File: src/rtl/fp_addsub_dispatch_if.sv
// Request/response handshake bundle for fp_addsub_dispatch.
// The slave modport is the dispatcher's view; master is the producer/consumer side.
interface fp_addsub_dispatch_if #(
  parameter int TAG_W = 4
);
  logic             req_valid;
  logic             req_ready;
  logic             req_sub;
  logic [31:0]      req_a;
  logic [31:0]      req_b;
  logic [TAG_W-1:0] req_tag;
  logic             rsp_valid;
  logic             rsp_ready;
  logic [31:0]      rsp_q;
  logic [TAG_W-1:0] rsp_tag;

  modport slave (
    input  req_valid, req_sub, req_a, req_b, req_tag, rsp_ready,
    output req_ready, rsp_valid, rsp_q, rsp_tag
  );

  modport master (
    output req_valid, req_sub, req_a, req_b, req_tag, rsp_ready,
    input  req_ready, rsp_valid, rsp_q, rsp_tag
  );
endinterface

File: src/rtl/fp_addsub_dispatch.sv
// Issues tagged add/sub requests into a no-stall fp_addsub pipeline and re-pairs
// the in-order results with their tags in a credit-protected result FIFO.
module fp_addsub_dispatch #(
  parameter int TAG_W     = 4,
  parameter int OUT_DEPTH = 8,
  localparam int CW       = $clog2(OUT_DEPTH + 1)
) (
  input  logic                 clk,
  input  logic                 rst,
  fp_addsub_dispatch_if.slave  bus,
  output logic                 fp_do_fadd,
  output logic                 fp_do_fsub,
  output logic [31:0]          fp_a,
  output logic [31:0]          fp_b,
  input  logic [31:0]          fp_q,
  input  logic                 fp_valid,
  output logic [CW-1:0]        inflight,
  output logic                 err
);
  localparam int PW = $clog2(OUT_DEPTH);

  logic [31:0]      a_q, a_d, b_q, b_d;
  logic             fadd_q, fadd_d, fsub_q, fsub_d;
  logic [CW-1:0]    inflight_q, inflight_d, occ_q, occ_d;
  logic [PW-1:0]    tag_wr_q, tag_wr_d, tag_rd_q, tag_rd_d;
  logic [PW-1:0]    res_wr_q, res_wr_d, res_rd_q, res_rd_d;
  logic             err_q, err_d;

  logic [TAG_W-1:0] tag_mem     [OUT_DEPTH];
  logic [31:0]      res_q_mem   [OUT_DEPTH];
  logic [TAG_W-1:0] res_tag_mem [OUT_DEPTH];

  logic [CW:0]      used;
  logic             issue, ret_ok, pop, rsp_valid_w;

  // Every accepted op holds a result slot until it is popped, so the FIFO can never overflow.
  assign used          = {1'b0, inflight_q} + {1'b0, occ_q};
  assign bus.req_ready = rst && (used < (CW+1)'(OUT_DEPTH));

  assign issue       = bus.req_valid && bus.req_ready;
  assign ret_ok      = fp_valid && (inflight_q != '0);
  assign rsp_valid_w = (occ_q != '0);
  assign pop         = rsp_valid_w && bus.rsp_ready;

  assign bus.rsp_valid = rsp_valid_w;
  assign bus.rsp_q     = rsp_valid_w ? res_q_mem[res_rd_q]   : '0;
  assign bus.rsp_tag   = rsp_valid_w ? res_tag_mem[res_rd_q] : '0;

  assign fp_do_fadd = fadd_q;
  assign fp_do_fsub = fsub_q;
  assign fp_a       = a_q;
  assign fp_b       = b_q;
  assign inflight   = inflight_q;
  assign err        = err_q;

  always_comb begin
    a_d        = a_q;
    b_d        = b_q;
    fadd_d     = issue && !bus.req_sub;
    fsub_d     = issue && bus.req_sub;
    tag_wr_d   = tag_wr_q;
    tag_rd_d   = tag_rd_q;
    res_wr_d   = res_wr_q;
    res_rd_d   = res_rd_q;
    inflight_d = inflight_q + CW'(issue) - CW'(ret_ok);
    occ_d      = occ_q + CW'(ret_ok) - CW'(pop);
    err_d      = err_q || (fp_valid && (inflight_q == '0));
    if (issue) begin
      a_d      = bus.req_a;
      b_d      = bus.req_b;
      tag_wr_d = tag_wr_q + PW'(1);
    end
    if (ret_ok) begin
      tag_rd_d = tag_rd_q + PW'(1);
      res_wr_d = res_wr_q + PW'(1);
    end
    if (pop) begin
      res_rd_d = res_rd_q + PW'(1);
    end
  end

  always_ff @(posedge clk or negedge rst) begin
    if (!rst) begin
      a_q        <= '0;
      b_q        <= '0;
      fadd_q     <= 1'b0;
      fsub_q     <= 1'b0;
      tag_wr_q   <= '0;
      tag_rd_q   <= '0;
      res_wr_q   <= '0;
      res_rd_q   <= '0;
      inflight_q <= '0;
      occ_q      <= '0;
      err_q      <= 1'b0;
    end else begin
      a_q        <= a_d;
      b_q        <= b_d;
      fadd_q     <= fadd_d;
      fsub_q     <= fsub_d;
      tag_wr_q   <= tag_wr_d;
      tag_rd_q   <= tag_rd_d;
      res_wr_q   <= res_wr_d;
      res_rd_q   <= res_rd_d;
      inflight_q <= inflight_d;
      occ_q      <= occ_d;
      err_q      <= err_d;
    end
  end

  // Storage needs no reset: pointers and occupancy decide what is valid.
  always_ff @(posedge clk) begin
    if (issue) begin
      tag_mem[tag_wr_q] <= bus.req_tag;
    end
    if (ret_ok) begin
      res_q_mem[res_wr_q]   <= fp_q;
      res_tag_mem[res_wr_q] <= tag_mem[tag_rd_q];
    end
  end
endmodule

File: src/flat_wrapper.sv
// flat-port wrapper written by rule: the top's interface ports become plain ports
module fp_addsub_dispatch_flat 
#(
  parameter int TAG_W     = 4,
  parameter int OUT_DEPTH = 8,
  localparam int CW       = $clog2(OUT_DEPTH + 1)
)
  (clk, rst, fp_do_fadd, fp_do_fsub, fp_a, fp_b, fp_q, fp_valid, inflight, err, bus_req_valid, bus_req_sub, bus_req_a, bus_req_b, bus_req_tag, bus_rsp_ready, bus_req_ready, bus_rsp_valid, bus_rsp_q, bus_rsp_tag);
  fp_addsub_dispatch_if #(.TAG_W(TAG_W)) bus_i ();
  input  logic clk;
  input  logic rst;
  output logic fp_do_fadd;
  output logic fp_do_fsub;
  output logic [31:0] fp_a;
  output logic [31:0] fp_b;
  input  logic [31:0] fp_q;
  input  logic fp_valid;
  output logic [CW-1:0] inflight;
  output logic err;
  input wire logic [$bits(bus_i.req_valid)-1:0] bus_req_valid;
  input wire logic [$bits(bus_i.req_sub)-1:0] bus_req_sub;
  input wire logic [$bits(bus_i.req_a)-1:0] bus_req_a;
  input wire logic [$bits(bus_i.req_b)-1:0] bus_req_b;
  input wire logic [$bits(bus_i.req_tag)-1:0] bus_req_tag;
  input wire logic [$bits(bus_i.rsp_ready)-1:0] bus_rsp_ready;
  output wire logic [$bits(bus_i.req_ready)-1:0] bus_req_ready;
  output wire logic [$bits(bus_i.rsp_valid)-1:0] bus_rsp_valid;
  output wire logic [$bits(bus_i.rsp_q)-1:0] bus_rsp_q;
  output wire logic [$bits(bus_i.rsp_tag)-1:0] bus_rsp_tag;
  assign bus_i.req_valid = bus_req_valid;
  assign bus_i.req_sub = bus_req_sub;
  assign bus_i.req_a = bus_req_a;
  assign bus_i.req_b = bus_req_b;
  assign bus_i.req_tag = bus_req_tag;
  assign bus_i.rsp_ready = bus_rsp_ready;
  assign bus_req_ready = bus_i.req_ready;
  assign bus_rsp_valid = bus_i.rsp_valid;
  assign bus_rsp_q = bus_i.rsp_q;
  assign bus_rsp_tag = bus_i.rsp_tag;
  fp_addsub_dispatch #(.TAG_W(TAG_W), .OUT_DEPTH(OUT_DEPTH)) u_core (.clk(clk), .rst(rst), .bus(bus_i), .fp_do_fadd(fp_do_fadd), .fp_do_fsub(fp_do_fsub), .fp_a(fp_a), .fp_b(fp_b), .fp_q(fp_q), .fp_valid(fp_valid), .inflight(inflight), .err(err));
endmodule
File: config.mk
export PLATFORM = sky130hd
export DESIGN_NAME = fp_addsub_dispatch_flat
export DESIGN_NICKNAME = d
export VERILOG_FILES = /design/src/rtl/fp_addsub_dispatch_if.sv /design/src/rtl/fp_addsub_dispatch.sv /design/src/flat_wrapper.sv
export SDC_FILE = /design/constraint.sdc
export NUM_CORES = 1
export LEC_CHECK = 0
export CAP_MARGIN = 5
export CORE_MARGIN = 2
export CORE_UTILIZATION = 30
export CTS_CLUSTER_SIZE = 16
export DETAILED_ROUTE_END_ITERATION = 10
export GPL_TIMING_DRIVEN = 0
export HOLD_SLACK_MARGIN = 0.15
export SLEW_MARGIN = 20
export SYNTH_ARGS = -nofsm -noshare
export SYNTH_HDL_FRONTEND = slang
export SYNTH_SLANG_ARGS = --single-unit
File: constraint.sdc
create_clock -name clk -period 5.85 [get_ports clk]
set_input_delay 0.8775 -clock clk [delete_from_list [all_inputs] [get_ports clk]]
set_output_delay 0.8775 -clock clk [all_outputs]
set_load 0.005 [all_outputs]
======== Word-level counts from Yosys, hierarchy flattened ========
Memories as Yosys holds them, arrays and structs flattened.
Cells that the tools add are included.
Widths: inputs -> output; s select.
word-level totals
  register bits after elaboration ......... 87
  bits in writable memories ............... 320
  bits of input ports ..................... 106
  output and inout port bits .............. 109
  word-level logic and storage cells ...... 42
  memories ................................ 3
memory list
  name                depth  bits a word  rd ports  clocked after memory_dff  wr ports  line                      text
  u_core.res_q_mem    8      32           1         0                         1         fp_addsub_dispatch.sv:30  logic [31:0] res_q_mem [OUT_DEPTH];
  u_core.res_tag_mem  8      4            1         0                         1         fp_addsub_dispatch.sv:31  logic [TAG_W-1:0] res_tag_mem [OUT_DEPTH];
  u_core.tag_mem      8      4            1         0                         1         fp_addsub_dispatch.sv:29  logic [TAG_W-1:0] tag_mem [OUT_DEPTH];
cells by class
  add/sub/neg operators ................... 9
  magnitude comparators ................... 1
  multiplexer cells ....................... 6
  reductions and logical operators ........ 12
operators with widths
  cell                 number
  $mux 32              1
  $add 3x1->3 const B  4
  $add 4x1->4          2
  $reduce_bool 4->1    2
  $sub 4x1->4          2
  $logic_and 1x1->1    7
  $add 4x4->5          1
  $lt 5x4->1 const B   1
  $logic_not 4->1      1
  $mux 1               4
  $mux 4               1
  $logic_not 1->1      1
  $logic_or 1x1->1     1

======== Longest topological paths before layout ========
Gate-level depths: netlist (run 1).
  depth after elaboration ................. 6
  depth in mapped cells ................... 12

======== Worst setup path before layout (run 1) ========
OpenSTA, ideal clock, no wires.
  path kind ............................... input to register
  start ................................... in fp_valid
  end ..................................... mem u_core.res_q_mem[0][0] (enable)
  setup time .............................. 0.519 ns
  arrival time ............................ 4.442 ns
  setup slack ............................. 0.889 ns
  stages .................................. 2
  path buffers ............................ 0
  path through ............................ nand2_2 > nor4_1
between the ends
  word-level cells in the longest chain between the ends .. 3
ends and longest elaborated chain
  what                          line                       text
  start, declared               flat_wrapper.sv:17         input logic fp_valid;
  $logic_and 1x1->1             fp_addsub_dispatch.sv:41   assign ret_ok = fp_valid && (inflight_q != '0);
  $mux 1                        fp_addsub_dispatch.sv:115  if (ret_ok) begin
  $mux 1 (implied by the code)  fp_addsub_dispatch.sv:116  res_q_mem[res_wr_q] <= fp_q;
  end, declared                 fp_addsub_dispatch.sv:30
No other way between the ends.

======== Worst setup path after layout (run 1) ========
  start ................................... in rst
  end ..................................... out bus_req_ready
between the ends
  word-level cells in the longest chain between the ends .. 1
ends and longest elaborated chain
  what               line                      text
  start, declared    flat_wrapper.sv:11        input logic rst;
  $logic_and 1x1->1  fp_addsub_dispatch.sv:38  assign bus.req_ready = rst && (used < (CW+1)'(OUT_DEPTH));
  end, declared      flat_wrapper.sv:26        output wire logic [$bits(bus_i.req_ready)-1:0] bus_req_ready;
No other way between the ends.

==> results of run 1 <==
worst max path at each step:
stage	from	end	slack, ns
floorplan	fp_valid	u_core.res_q_mem[0][0]	0.89
global route	rst	bus_req_ready	1.74
detailed placement	fp_valid	u_core.res_q_mem[0][16]	2.45
global placement	fp_valid	u_core.res_q_mem[0][17]	-3.94
finish	rst	bus_req_ready	1.94
CTS	u_core.res_rd_q[1]	bus_rsp_tag[1]	1.85
final cells by class:
| cell class | count | area (um^2) | area share [%] |
|---|---|---|---|
| flip-flops and latches | 407 | 11800 | 57.0 |
| multi-input cells | 268 | 3700 | 17.9 |
| clock buffers | 47 | 1090 | 5.28 |
| repair buffers | 252 | 2590 | 12.5 |
| plain buffers | 35 | 225 | 1.09 |
| clock inverters | 33 | 345 | 1.67 |
| inverters | 20 | 75.1 | 0.363 |
| well taps | 680 | 851 | 4.12 |
stage by stage:
stage          TNS [ns]  setup WS (ns)  hold WS [ns]  cells
6_report              0           1.94         0.484   1742
5_1_grt               0           1.74         0.519   1742
4_1_cts               0           1.85         0.489   1742
3_5_place_dp          0           2.45         0.465   1661
3_3_place_gp    -410.43          -3.94         0.469   1624
2_1_floorplan         0          0.889         0.460    730
critical path: cells and delay by family:
kind                   cells  cell delay, ns
buffers and inverters      4            1.51
AND/OR/NAND/NOR            1            0.34
AO/OA/AOI/OAI              1            0.28
what timing repair did:
action                     4_1_cts  5_1_grt
hold endpoints to repair         6        0
setup endpoints to repair        0        0
hold buffers                     1        0
gates resized for setup          0        0
setup buffers                    0        0
logic make-up (layout without fill, tap and decap cells):
kind of cell | after synthesis | in the layout | synth area share, %
flip-flops | 407 | 407 | 74.9
multiplexers | 152 | 152 | 17.0
buffers and inverters | 55 | 387 | 1.91
AO/OA/AOI/OAI | 46 | 46 | 2.48
AND/OR/NAND/NOR | 39 | 39 | 1.44
adder cells (fa/ha/maj) | 19 | 19 | 1.61
XOR/XNOR | 12 | 12 | 0.668
power groups by stage:
| stage | registers, W | logic (W) | clock network, W |
|---|---|---|---|
| after CTS | 0.00409 | 0.00400 | 0.00283 |
| after floorplan | 0.00412 | 0.00207 | 0 |
| final | 0.00408 | 0.00388 | 0.00275 |
| after global placement | 0.00416 | 0.00380 | 0 |
| after detailed placement | 0.00414 | 0.00398 | 0 |
| after global routing | 0.00415 | 0.00423 | 0.00293 |
flip-flops by register name, summed over array words and instances, names as in the netlist:
| signal | flops |
|---|---|
| u_core.res_q_mem | 256 |
| u_core.fp_b | 32 |
| u_core.tag_wr_q | 3 |
| u_core.tag_mem | 32 |
| u_core.err | 1 |
| u_core.fp_a | 32 |
| u_core.res_wr_q | 3 |
| u_core.res_rd_q | 3 |
| u_core.tag_rd_q | 3 |
| u_core.fp_do_fsub | 1 |
| u_core.inflight | 4 |
| u_core.fp_do_fadd | 1 |
| u_core.res_tag_mem | 32 |
| u_core.occ_q | 4 |
layer usage:
layer  global-route usage [%]  vias to the layer above
met5                        0                        -
met4                     3.84                        4
met3                     3.98                       53
met2                     21.0                      267
met1                     17.1                     4168
li1                         -                     3564
cells in the final DEF, fill, tap and decap left out, drive strengths merged, types with 21 or more instances in the layout:
master           n
a22o            36
buf             65
clkbuf          55
clkdlybuf4s50  213
clkinv          26
dfrtp           87
edfxtp         320
inv             21
mux2            72
mux4            80
==> flow_summary.yaml, run 1 <==
outcome:
  outcome: "finished, final reports clean"
finish:
  nNetsFinal: 1152
  area_growth_pct: 31.3
  drive_above_1_share_pct: 27.8
  n_antenna_cell: 0
  finalInstanceArea_mm2: 0.0207
  utilization_pct: 40.0
  fillers: 4606
clock_network:
  cts.sinks: 407
  cts_root_buffer: "clkbuf_16"
  clk_path_buf_depth: 3
  cts_tree: "yes"
  htreeDepth: 2
  insertion_delay_ns: 0.57
  clkSlewWorstSetupHoldPaths_ns: 0.06
  cts_buffers: 43
floorplanning:
  core_mm2: 0.0516
  dieHeight_um: 233
  initial_utilization_pct: 30.5
  core.rowCount: 83
  dieArea_mm2: 0.0543
  ios: 215
  die_w_um: 233
global_route:
  grt_pass1_vias: 8780
  grt_pass1_wl_um: 53200
  grt.overflow.total: 0
  grt_use_total_pct: 13.1
  antenna_found_initial: 3
  grt_max_degree: 63
critical_path:
  r2r_end: "u_core.inflight[2]"
  critPathMaxStageDelay_ns: 0.54
  critical_path.startpoint_type: "input pin"
  crit_path_end_kind: "output pin"
  cp_slowest_cell: "dlygate4sd3_1"
  worstPathMaxFanout: 28
  r2r_slack_ns: 3.08
  path_cells: "dlygate4sd3_1, buf_6, nor4b_2, o21ai_1, inv_1, clkdlybuf4s50_1"
  crit-reg2reg-launch: "u_core.inflight[2]"
  cp.required_ns: 4.97
  worstPathArrival_ns: 3.03
  rr_worst_depth: 11
  worst-setup-path-type: "in -> out"
placement:
  place_congestion: 0.724
  dpl_cell_area_mm2: 0.0192
  portBuffers: 214
  hpwl_um: 24400
yosys:
  ys.flop_type: "edfxtp_1"
  async_flop_share_pct: 21.4
  synth_edf_count: 320
  ys_warn_count: 0
  yosysMostFrequentCell: "edfxtp_1"
  netlist_area_mm2: 0.0157
  yosysTopAreaCell: "edfxtp_1"
  synth.avg_cell_area_um2: 21.6
  synth_top_area_share_pct: 61.1
  yosys_register_bits: 407
  seq_area_frac_synth_pct: 74.9
  ys_top_cells_by_area: "edfxtp_1 (61%), dfrtp_1 (14%), mux4_2 (11%)"
  synth_common_cells: "edfxtp_1 (320), dfrtp_1 (87), mux4_2 (80), mux2_2 (55), a22o_1 (36)"
  syn-num-nets: 855
  yosysUniqueCellTypes: 39
  synthCells: 730
power_and_ir_drop:
  p_int_w: 0.00766
  pwr-share-seq_pct: 38.1
  total_power_w: 0.0107
  vdd_drop_max_uv: 279
  power_density_mw_per_mm2: 519
  switching_power_w: 0.00306
  clockPowerShare_pct: 25.7
  pwr-share-comb_pct: 36.2
  p_leak_nw: 7.32
  swShare_pct: 28.6
sta:
  tightest_slew_ns: 0.993
  relSlewSlack_pct: 33.2
  clock.fmax_mhz: 256
  final_max_slew_viol_count: 0
  setup_violations: 0
  period_minus_slack_ns: 3.91
  skew_ns: 0.0226
  fin_crit_sh_pct: 66.8
  grt_setup_unrepaired: "false"
  finalHoldViolCount: 0
routing:
  drc_errors: 0
  drt_iter0_markers: 501
  maxUsedRoutingLayer: "met5"
  wl_met2_um: 16500
  wirelength_um: 35000
  vias: 8056
  routedWlPerCell_um: 20.1
  drt-met1-wl_um: 15000
  viasPerCell: 4.62
  route.met3.wl_um: 2860
  firstDrtPassIters: 5
  postRouteAntennaNets: 0
hold_path:
  hold_depth: 1
  hold_end: "u_core.err"
  hold_path.class: "reg -> reg"
  hold_start: "u_core.err"
run:
  cap_violations: 0
No activity file was read; power rests on OpenSTA's default activity.
==> run 2: changes to the inputs <==
==> constraint.sdc (replaced) <==
create_clock -name clk -period 3.6 [get_ports clk]
set_input_delay 0.54 -clock clk [delete_from_list [all_inputs] [get_ports clk]]
set_output_delay 0.54 -clock clk [all_outputs]
set_load 0.005 [all_outputs]
==> run 2 against run 1 <==
Net effect: setup slack lost 1.8 ns; critical path depth fell by 1; largest cell class unchanged; die area stayed put.
==> flow_summary.yaml, run 2 (same netlist as run 1, synthesis figures left out) <==
floorplanning:
  dieArea_mm2: 0.0543
  core.rowCount: 83
  core_mm2: 0.0516
  dieHeight_um: 233
  ios: 215
  die_w_um: 233
  initial_utilization_pct: 30.5
finish:
  drive_above_1_share_pct: 27.2
  n_antenna_cell: 0
  top_register: "u_core.res_q_mem"
  final_common_cell: "edfxtp_1"
  largest_register_ffs: 256
  mostFrequentLayoutCells: "edfxtp_1 (320), clkdlybuf4s50_1 (208), dfrtp_1 (87), mux4_2 (80), mux2_2 (55)"
  nNetsFinal: 1147
  fillers: 4641
  register_area_mm2: 0.0118
  finalInstanceArea_mm2: 0.0206
  multi_input_area_mm2: 0.00371
  utilization_pct: 40.0
  final_cell_count_no_fill: 1736
  area_growth_pct: 31.1
clock_network:
  clk_path_buf_depth: 3
  clkSlewWorstSetupHoldPaths_ns: 0.06
  cts.sinks: 407
  cts_tree: "yes"
  cts_root_buffer: "clkbuf_16"
  insertion_delay_ns: 0.58
  cts_buffers: 44
  htreeDepth: 2
  cts_setup_buffers: 0
placement:
  dp_cells: 1655
  place_congestion: 0.724
  dpl_cell_area_mm2: 0.0192
  portBuffers: 214
  hpwl_um: 24600
sta:
  tightest_slew_ns: 0.941
  final_max_slew_viol_count: 0
  finalHoldViolCount: 0
  clock.fmax_mhz: 291
  period_minus_slack_ns: 3.44
  relSlewSlack_pct: 36.7
  skew_ns: 0.0275
  fin_crit_sh_pct: 95.5
  grt_setup_unrepaired: "false"
  setup_violations: 0
global_route:
  use_met3_pct: 4.20
  use_met1_pct: 17.6
  grt_pass1_wl_um: 54400
  grt_pass1_vias: 8777
  grt_util_met2_pct: 21.8
  busiest_layer: "met2"
  grt_use_total_pct: 13.5
  antenna_found_initial: 0
  grt.overflow.total: 0
  grt_max_degree: 47
critical_path:
  crit_path_end_kind: "output pin"
  critical_path.startpoint_type: "register"
  worst-setup-path-type: "reg -> out"
  worstPathArrival_ns: 2.90
  cp.required_ns: 3.06
  worstPathMaxFanout: 10
routing:
  wirelength_um: 35700
  viasPerCell: 4.65
  drt_iter0_markers: 463
  vias: 8071
  postRouteAntennaNets: 0
  firstDrtPassIters: 5
  routedWlPerCell_um: 20.6
  drc_errors: 0
power_and_ir_drop:
  vdd_drop_max_uv: 484
  p_leak_nw: 7.31
  power_density_mw_per_mm2: 836
run:
  cap_violations: 0
hold_path:
  hold_path.class: "in -> async"
outcome:
  outcome: "finished, final reports clean"
==> run 2: what timing repair did <==
action | in CTS | in global routing
endpoints found under the setup margin | 13 | 30
gates resized for setup | 3 | 19
endpoints found under the hold margin | 41 | 0
hold buffers | 1 | 0
==> run 2: per-stage QoR <==
stage	TNS (ns)	hold slack (ns)	setup slack [ns]	total power [W]
after floorplan	-42.95	0.244	-0.398	0.0100
after global placement	-1028.84	0.470	-3.85	0.0130
after detailed placement	0	0.465	0.415	0.0133
after CTS	0	0.428	0.00425	0.0176
after global routing	0	0.475	0.0116	0.0182
final	0	0.454	0.162	0.0172
==> run 2: final timing paths <==
path                       slack, ns  depth (start not counted)                 endpoint               start
max                             0.16                          5            bus_rsp_q[11]  u_core.res_rd_q[1]
max in group asynchronous       2.54                          3          u_core.fp_a[13]                 rst
max reg2reg                     0.74                          9  u_core.res_q_mem[3][17]  u_core.inflight[2]
min                             0.45                          2          u_core.fp_a[20]                 rst
min in group clk                0.48                          1               u_core.err          u_core.err
min reg2reg                     0.48                          1               u_core.err          u_core.err
==> run 2: critical path, stage by stage (launching register included) <==
cell,delay [ns]
dfrtp_1,0.35
buf_2,0.29
clkbuf_1,0.60
mux4_2,0.41
a22o_1,0.20
clkdlybuf4s50_1,0.46
==> run 2: layer usage <==
layer	routed length, um	part of all wire [%]
met1	15500	43
met2	17000	48
met3	2640	7.4
met4	592	1.7
met5	0	0
==> run 2: power by group <==
part	switching [W]	internal (W)	total, W
Clock	0.00185	0.00239	0.00424
Combinational	0.00273	0.00362	0.00635
Sequential	0.000457	0.00620	0.00666
==> run 2: area by class of cell <==
cell class	instances	share of cell area, %
Clock buffer	60	5.72
Timing Repair Buffer	246	12.6
Clock inverter	20	0.831
Inverter	20	0.364
Buffer	35	1.20
Sequential cell	407	57.1
Tap cell	680	4.12
Multi-Input combinational cell	268	18.0
==> run 3: changes to the inputs <==
--- a/config.mk
+++ b/config.mk
@@ -7,11 +7,12 @@
 export LEC_CHECK = 0
 export CAP_MARGIN = 5
 export CORE_MARGIN = 2
-export CORE_UTILIZATION = 30
+export CORE_UTILIZATION = 55
 export CTS_CLUSTER_SIZE = 16
 export DETAILED_ROUTE_END_ITERATION = 10
 export GPL_TIMING_DRIVEN = 0
 export HOLD_SLACK_MARGIN = 0.15
+export PLACE_DENSITY = 0.8
 export SLEW_MARGIN = 20
 export SYNTH_ARGS = -nofsm -noshare
 export SYNTH_HDL_FRONTEND = slang
==> constraint.sdc (replaced) <==
create_clock -name clk -period 3.6 [get_ports clk]
set_input_delay 0.54 -clock clk [delete_from_list [all_inputs] [get_ports clk]]
set_output_delay 0.54 -clock clk [all_outputs]
set_load 0.01 [all_outputs]
==> run 3 against run 2 <==
Net effect: first-iteration DRC count rose by 42%; setup slack lost 0.044 ns; cell count down 18%; die area is 45% lower; cell area is 1.9% lower; combinational power grew 3.8%; largest cell class unchanged; clock skew decreased by 0.0030 ns; critical path type unchanged; largest power group unchanged; total power increased by 2.2%; sequential cell count unchanged; count of clock-buffer cells in the layout is 9 lower.
==> flow_summary.yaml, run 3 (same netlist as run 1, synthesis figures left out) <==
outcome:
  outcome: "finished, final reports clean"
power_and_ir_drop:
  pwr-share-comb_pct: 37.4
  p_leak_nw: 7.26
  pwr-share-seq_pct: 37.9
  p_int_w: 0.0124
  power_density_mw_per_mm2: 871
  switching_power_w: 0.00520
  vdd_drop_max_uv: 632
  swShare_pct: 29.5
  clockPowerShare_pct: 24.7
finish:
  nNetsFinal: 1143
  final_common_cell: "edfxtp_1"
  finalInstanceArea_mm2: 0.0202
  top_register: "u_core.res_q_mem"
  mostFrequentLayoutCells: "edfxtp_1 (320), clkdlybuf4s50_1 (213), dfrtp_1 (87), mux4_2 (80), mux2_2 (55)"
  area_growth_pct: 28.6
  drive_above_1_share_pct: 27.5
  fillers: 1638
  largest_register_ffs: 256
  utilization_pct: 72.2
  final_cell_count_no_fill: 1430
floorplanning:
  ios: 215
  die_w_um: 173
  core.rowCount: 61
  dieArea_mm2: 0.0300
  core_mm2: 0.0280
  initial_utilization_pct: 56.2
  dieHeight_um: 173
clock_network:
  htreeDepth: 2
  cts_setup_buffers: 0
  cts_tree: "yes"
  cts_buffers: 42
  clk_path_buf_depth: 3
  insertion_delay_ns: 0.54
  clkSlewWorstSetupHoldPaths_ns: 0.07
  cts_root_buffer: "clkbuf_16"
  cts.sinks: 407
critical_path:
  cp.required_ns: 3.06
  worstPathArrival_ns: 2.94
  critical_path.startpoint_type: "register"
  r2r_slack_ns: 0.77
  worst-setup-path-type: "reg -> out"
  rr_worst_depth: 11
  crit_path_end_kind: "output pin"
  r2r_end: "u_core.inflight[2]"
  worstPathMaxFanout: 10
  crit-reg2reg-launch: "u_core.inflight[2]"
routing:
  vias: 8272
  viasPerCell: 5.78
  routedWlPerCell_um: 24.0
  wirelength_um: 34300
  drc_errors: 0
  postRouteAntennaNets: 0
  drt_iter0_markers: 659
  firstDrtPassIters: 5
sta:
  worst_slack_ns: 0.118
  setup_violations: 0
  period_minus_slack_ns: 3.48
  clock.fmax_mhz: 287
  skew_ns: 0.0245
  grt_setup_unrepaired: "true"
  relSlewSlack_pct: 40.5
  tightest_slew_ns: 0.885
  final_max_slew_viol_count: 0
  fin_crit_sh_pct: 96.7
  finalHoldViolCount: 0
placement:
  dpl_cell_area_mm2: 0.0188
  dp_cells: 1351
  pre_cts_slack_ns: 0.540
  hpwl_um: 22700
  portBuffers: 214
  place_congestion: 0.737
run:
  cap_violations: 0
global_route:
  grt.overflow.total: 0
  antenna_found_initial: 1
  grt_max_degree: 58
  grt_pass1_vias: 8907
  grt_pass1_wl_um: 52700
  grt_use_total_pct: 23.3
hold_path:
  hold_path.class: "in -> async"
## run 3: through the flow
| step | hold slack [ns] | TNS, ns | total power [W] |
|---|---|---|---|
| after floorplan | 0.244 | -47.55 | 0.0104 |
| after global placement | 0.464 | -914.92 | 0.0130 |
| after detailed placement | 0.450 | 0 | 0.0134 |
| after CTS | 0.450 | 0 | 0.0178 |
| after global routing | 0.513 | -0.00378 | 0.0184 |
| final | 0.480 | 0 | 0.0176 |
## run 3: power by group through the flow
stage	registers, W	logic, W	clock network (W)
4_1_cts	0.00669	0.00670	0.00443
3_3_place_gp	0.00675	0.00626	0
2_1_floorplan	0.00684	0.00351	0
3_5_place_dp	0.00675	0.00663	0
5_1_grt	0.00678	0.00705	0.00462
6_report	0.00668	0.00659	0.00436
## run 3: worst max-delay path, stage by stage (launching register included)
cell and delay, ns:
dfrtp_1 0.36, buf_2 0.29, clkbuf_1 0.53, mux4_2 0.44, a22o_1 0.28, clkdlybuf4s50_1 0.49
## run 3: how the worst max path moves through the flow
stage | from | to | slack (ns)
global placement | fp_valid | u_core.res_q_mem[2][13] | -3.20
CTS | u_core.res_rd_q[1] | bus_rsp_q[12] | 0.007
floorplan | u_core.inflight[2] | u_core.res_q_mem[2][0] | -0.44
finish | u_core.res_rd_q[1] | bus_rsp_tag[1] | 0.12
global route | u_core.res_rd_q[0] | bus_rsp_q[20] | -0.004
detailed placement | fp_valid | u_core.res_q_mem[3][15] | 0.54
## run 3: cell type report
cell class	count	area, um^2	share of cell area, %
Antenna cell	1	2.50	0.0124
Buffer	35	231	1.14
Clock buffer	51	1140	5.61
Clock inverter	26	265	1.31
Inverter	20	75.1	0.371
Multi-Input combinational cell	268	3710	18.4
Sequential cell	407	11800	58.2
Tap cell	378	473	2.34
Timing Repair Buffer	244	2550	12.6
## run 3: per-layer routing
layer,global-route usage [%],wire (um),vias up
met5,0,0,-
met4,7.42,935,0
met3,6.57,2950,85
met2,38.9,17200,417
met1,29.8,13200,4220
li1,-,-,3550
## run 3: what timing repair did
action / 4_1_cts / 5_1_grt
hold endpoints to repair: 30 / 0
hold buffers: 1 / 0
setup endpoints to repair: 0 / 13
resized for setup: 0 / 4
